File: src/rtl/cdb_arbiter.sv
// Round-robin arbiter granting one functional-unit result per cycle
// onto the registered common data bus, with flush and contention count.
module cdb_arbiter #(
  parameter int NUM_REQ   = 4,
  parameter int ROB_IDX_W = 5,
  parameter int PHY_W     = 6,
  localparam int SRC_W    = (NUM_REQ > 1) ? $clog2(NUM_REQ) : 1
) (
  input  logic                         clk,
  input  logic                         rst,
  input  logic                         flush,
  input  logic [NUM_REQ-1:0]           req_valid,
  output logic [NUM_REQ-1:0]           req_ready,
  input  logic [NUM_REQ*ROB_IDX_W-1:0] req_rob_id,
  input  logic [NUM_REQ*PHY_W-1:0]     req_rd_phy,
  input  logic [NUM_REQ*5-1:0]         req_rd_arch,
  input  logic [NUM_REQ*32-1:0]        req_rd_value,
  output logic                         cdb_valid,
  output logic [ROB_IDX_W-1:0]         cdb_rob_id,
  output logic [PHY_W-1:0]             cdb_rd_phy,
  output logic [4:0]                   cdb_rd_arch,
  output logic [31:0]                  cdb_rd_value,
  output logic [SRC_W-1:0]             cdb_src,
  output logic [31:0]                  conflict_cnt
);

  logic                 r_live;
  logic [SRC_W-1:0]     r_ptr;
  logic                 r_valid;
  logic [ROB_IDX_W-1:0] r_rob;
  logic [PHY_W-1:0]     r_phy;
  logic [4:0]           r_arch;
  logic [31:0]          r_val;
  logic [SRC_W-1:0]     r_src;
  logic [31:0]          r_cnt;

  logic                 w_found;
  logic [SRC_W-1:0]     w_win;
  logic [SRC_W-1:0]     w_nxt;
  logic                 w_xfer;
  logic                 w_multi;
  logic [ROB_IDX_W-1:0] w_rob;
  logic [PHY_W-1:0]     w_phy;
  logic [4:0]           w_arch;
  logic [31:0]          w_val;

  // Search from the pointer upward, wrapping; first valid wins.
  always_comb begin
    int s;
    s       = 0;
    w_found = 1'b0;
    w_win   = '0;
    w_nxt   = '0;
    for (int k = 0; k < NUM_REQ; k++) begin
      s = int'(r_ptr) + k;
      if (s >= NUM_REQ) s = s - NUM_REQ;
      if (!w_found && req_valid[SRC_W'(s)]) begin
        w_found = 1'b1;
        w_win   = SRC_W'(s);
        w_nxt   = (s == NUM_REQ - 1) ? '0 : SRC_W'(s + 1);
      end
    end
  end

  always_comb begin
    w_rob  = '0;
    w_phy  = '0;
    w_arch = '0;
    w_val  = '0;
    for (int i = 0; i < NUM_REQ; i++) begin
      if (w_win == SRC_W'(i)) begin
        w_rob  = req_rob_id[i*ROB_IDX_W +: ROB_IDX_W];
        w_phy  = req_rd_phy[i*PHY_W +: PHY_W];
        w_arch = req_rd_arch[i*5 +: 5];
        w_val  = req_rd_value[i*32 +: 32];
      end
    end
  end

  assign w_xfer    = w_found & ~flush & r_live;
  assign w_multi   = ($countones(req_valid) > 1);
  assign req_ready = w_xfer ? (NUM_REQ'(1) << w_win) : '0;

  // Grants stay off until the first edge after reset release.
  always_ff @(posedge clk or negedge rst) begin
    if (!rst) r_live <= 1'b0;
    else      r_live <= 1'b1;
  end

  always_ff @(posedge clk or negedge rst) begin
    if (!rst) begin
      r_ptr   <= '0;
      r_valid <= 1'b0;
      r_rob   <= '0;
      r_phy   <= '0;
      r_arch  <= '0;
      r_val   <= '0;
      r_src   <= '0;
      r_cnt   <= '0;
    end else begin
      r_valid <= w_xfer;
      if (w_xfer) begin
        r_rob  <= w_rob;
        r_phy  <= w_phy;
        r_arch <= w_arch;
        r_val  <= w_val;
        r_src  <= w_win;
        r_ptr  <= w_nxt;
      end
      if (w_multi && !flush && (r_cnt != '1))
        r_cnt <= r_cnt + 32'd1;
    end
  end

  assign cdb_valid    = r_valid;
  assign cdb_rob_id   = r_rob;
  assign cdb_rd_phy   = r_phy;
  assign cdb_rd_arch  = r_arch;
  assign cdb_rd_value = r_val;
  assign cdb_src      = r_src;
  assign conflict_cnt = r_cnt;

endmodule

File: config.mk
export PLATFORM = sky130hd
export DESIGN_NAME = cdb_arbiter
export DESIGN_NICKNAME = d
export VERILOG_FILES = /design/src/rtl/cdb_arbiter.sv
export SDC_FILE = /design/constraint.sdc
export NUM_CORES = 1
export LEC_CHECK = 0
export CORE_AREA = 2 2 159 83
export DETAILED_ROUTE_END_ITERATION = 8
export DIE_AREA = 0 0 161 85
export PLACE_DENSITY = 0.87
export RECOVER_POWER = 100
export SYNTH_ARGS = -nofsm -noshare
export SYNTH_HDL_FRONTEND = slang
export SYNTH_SLANG_ARGS = --single-unit
File: constraint.sdc
create_clock -name clk -period 4.3 [get_ports clk]
set_clock_uncertainty 0.05 [all_clocks]
set_input_delay 0.43 -clock clk [delete_from_list [all_inputs] [get_ports clk]]
set_output_delay 0.43 -clock clk [all_outputs]
set_load 0.03 [all_outputs]
==> summary.txt <==
F_max -> 252.6 MHz
Initial DRC Count -> 283
First-pass GRT wire length -> 27860 µm
WL final -> 17840 µm
Clock Latency Late Sink -> 330 ps
Post-Place Cells -> 934
Input/output buffers -> 285
Die W -> 161 µm
Initial Utilization -> 0.4217
Crit path time final -> 3959 ps
Leakage -> 3.640 nW
Vias in the first global route -> 5245
Post-route cell area -> 8441 µm²
Clock sinks -> 86
Peak supply drop -> 0.0005407 V
# nets final -> 980
FF+latch area -> 2152 µm²
Grt ovf -> 0
Pwr Density -> 589.4 nW/µm²
Mapped Nets -> 714
Unrepaired setup endpoints after global routing -> false
TritonCTS buffer count -> 9
Post-CTS sizing -> 0
CP Launch Type -> flip-flop
Critical path fanouts, max -> 13
Largest net degree at the start of global routing -> 87
Io pins -> 286
DRC Markers -> 0
Fin cells -> 949
Multi-input logic area -> 2836 µm²
Filler cell count -> 931
Worst-path clk slew -> 60 ps
Final Max Slew Viols -> 87
Avg WL per Cell -> 18.79 µm
Outcome -> finished with violations
Final setup vio count -> 0
Synth Instances -> 509
Ys async rst share -> 1.000
Most frequent cells in the layout -> clkdlybuf4s50_1, mux2i_1, dlygate4sd3_1
Number of synthesized flops with an enable pin -> 0
Worst Path Required -> 3820 ps
Longest Clk Path Bufs -> 2
Worst setup margin -> 340.8 ps
# hold bufs at CTS -> 0
Worst Path Arrival -> 3480 ps
Number of nets with antenna violations after routing -> 0
Syn Area/Cell -> 10.22 µm²
Routed vias -> 5160
Synth Cell Area -> 5202 µm²
Fraction of layout cells with a size suffix above 1 -> 0.04493
Net Sw Frac -> 0.4258
Cell taking the most area after synthesis -> dfrtp_1
DR vias/cell -> 5.437
Reg power frac -> 0.249
Initial antenna violation count -> 0
Layout area overhead -> 62.24%
Failing checks -> max-capacitance violations, max-slew violations
Ys Warns -> 0
Global Route Usage Sum -> 0.2566
Cell-internal power -> 2.856 mW
Fin crit share -> 0.9207
Seq/Total Area, Yosys -> 0.4137
Top cells by area, synth -> dfrtp_1, mux2i_1, a221oi_1
Die Height -> 85 µm
Fin Setup TNS -> 0 ps
NetSw -> 2.118 mW
DPL Wire Length -> 13290 µm
TritonCTS clock tree -> done
Clk pwr share -> 0.166
Crit path kind -> reg2out
Core area -> 12340 µm²
Dpl cell area -> 8145 µm²
Worst slew pin tran -> 2163 ps
Router iterations before antenna repair -> 5
GPL Wtd Cong -> 0.8618
Die area -> 13690 µm²
Hold WC Path Type -> reg2reg
Synth top area share -> 0.4137
Diodes inserted -> 0
Final Hold Slack -> 441.8 ps
Most common cell after layout, fill and taps aside -> clkdlybuf4s50_1
Worst slew margin -> -0.4422
Place WS -> 637.9 ps
Crit. End Element -> primary output
Root Buffer -> clkbuf_16
Max Cap Viol -> 1
Number of synthesized register bits -> 86
Gate power share -> 0.585
H-tree depth -> 3
Netlist cell types -> 55
Post-synth top flop -> dfrtp_1
Post-CTS Setup Inserts -> 0
Core Rows -> 29
Count of final hold-check violations -> 0
==> cell families (layout without fill, tap and decap cells) <==
logic type	count (synthesis)	count (layout)	synth area share
simple gates	160	160	0.1532
flops	86	86	0.4137
compound gates	80	80	0.1205
buf+inv	43	313	0.04425
mux	104	104	0.2030
xor+xnor	29	29	0.04882
other cells	1	1	0.0007208
fa+ha+maj	6	6	0.01587
==> worst max-delay path, stage by stage (launching register included) <==
cell           delay, ps
dfrtp_1              520
inv_1                230
ha_1                 590
nor2b_1              230
o21ai_0              100
a32o_1               310
o311ai_4             200
and2_1               220
dlygate4sd3_1        750
==> cell usage after synthesis, drive strengths merged (2+ instances only) <==
cell    count
and3        4
nor4        4
clkbuf     17
xor2        6
xnor2      23
dfrtp      86
a221oi     48
mux2        2
nand2      26
nor2       70
nor3        9
o21ai       5
inv         7
nor2b       3
and4        3
a21oi      11
mux2i     101
nand4      10
nand3b      2
ha          5
and2        3
o22ai       2
nand3      18
a31oi       2
o211ai      2
buf        19
==> per-layer routing <==
metal  wire (µm)  GRT usage  vias up
li1            -          -     2421
met2        8717     0.4358      213
met1        7458     0.3268     2511
met5           0          0        -
met4         163    0.04545        0
met3        1497    0.08407       15
==> final cells by class <==
cell class / instances / share of cell area
Tap cell: 170 / 0.02520
Clock buffer: 9 / 0.02668
Inverter: 7 / 0.003113
Clock inverter: 6 / 0.01038
Sequential cell: 86 / 0.2550
Timing Repair Buffer: 291 / 0.3436
Multi-Input combinational cell: 380 / 0.3361
==> power groups by stage <==
stage | Combinational [mW] | Sequential, mW | Clock, mW
final | 2.91 | 1.24 | 0.824
after global routing | 3.12 | 1.28 | 0.882
after CTS | 3.04 | 1.25 | 0.848
after detailed placement | 3.03 | 1.26 | 0
after global placement | 2.95 | 1.25 | 0
after floorplan | 1.56 | 1.73 | 0
==> registers in the layout (all words and copies together), names as in the netlist <==
name          cells
r_live            1
cdb_rd_value     32
cdb_rob_id        5
cdb_rd_phy        6
r_ptr             2
cdb_src           2
cdb_valid         1
conflict_cnt     32
cdb_rd_arch       5
==> metrics by stage <==
step | utilization | power [mW]
6_report | 0.6842 | 4.975
5_1_grt | 0.6842 | 5.278
4_1_cts | 0.6856 | 5.135
3_5_place_dp | 0.6602 | 4.289
3_3_place_gp | 0.6602 | 4.197
2_1_floorplan | - | 3.298
==> worst paths after layout <==
check / from / endpoint / slack [ps] / cells after the start
min in group asynchronous: rst / conflict_cnt[27] / 680 / 1
max in group asynchronous: rst / cdb_rd_value[19] / 2240 / 1
setup reg to reg: r_ptr[1] / cdb_rd_value[7] / 780 / 9
setup / recovery: r_ptr[1] / req_ready[1] / 340 / 8
hold / removal: cdb_src[0] / cdb_src[0] / 440 / 2
hold reg to reg: cdb_src[0] / cdb_src[0] / 440 / 2
Power figures use the tool's default switching activity.
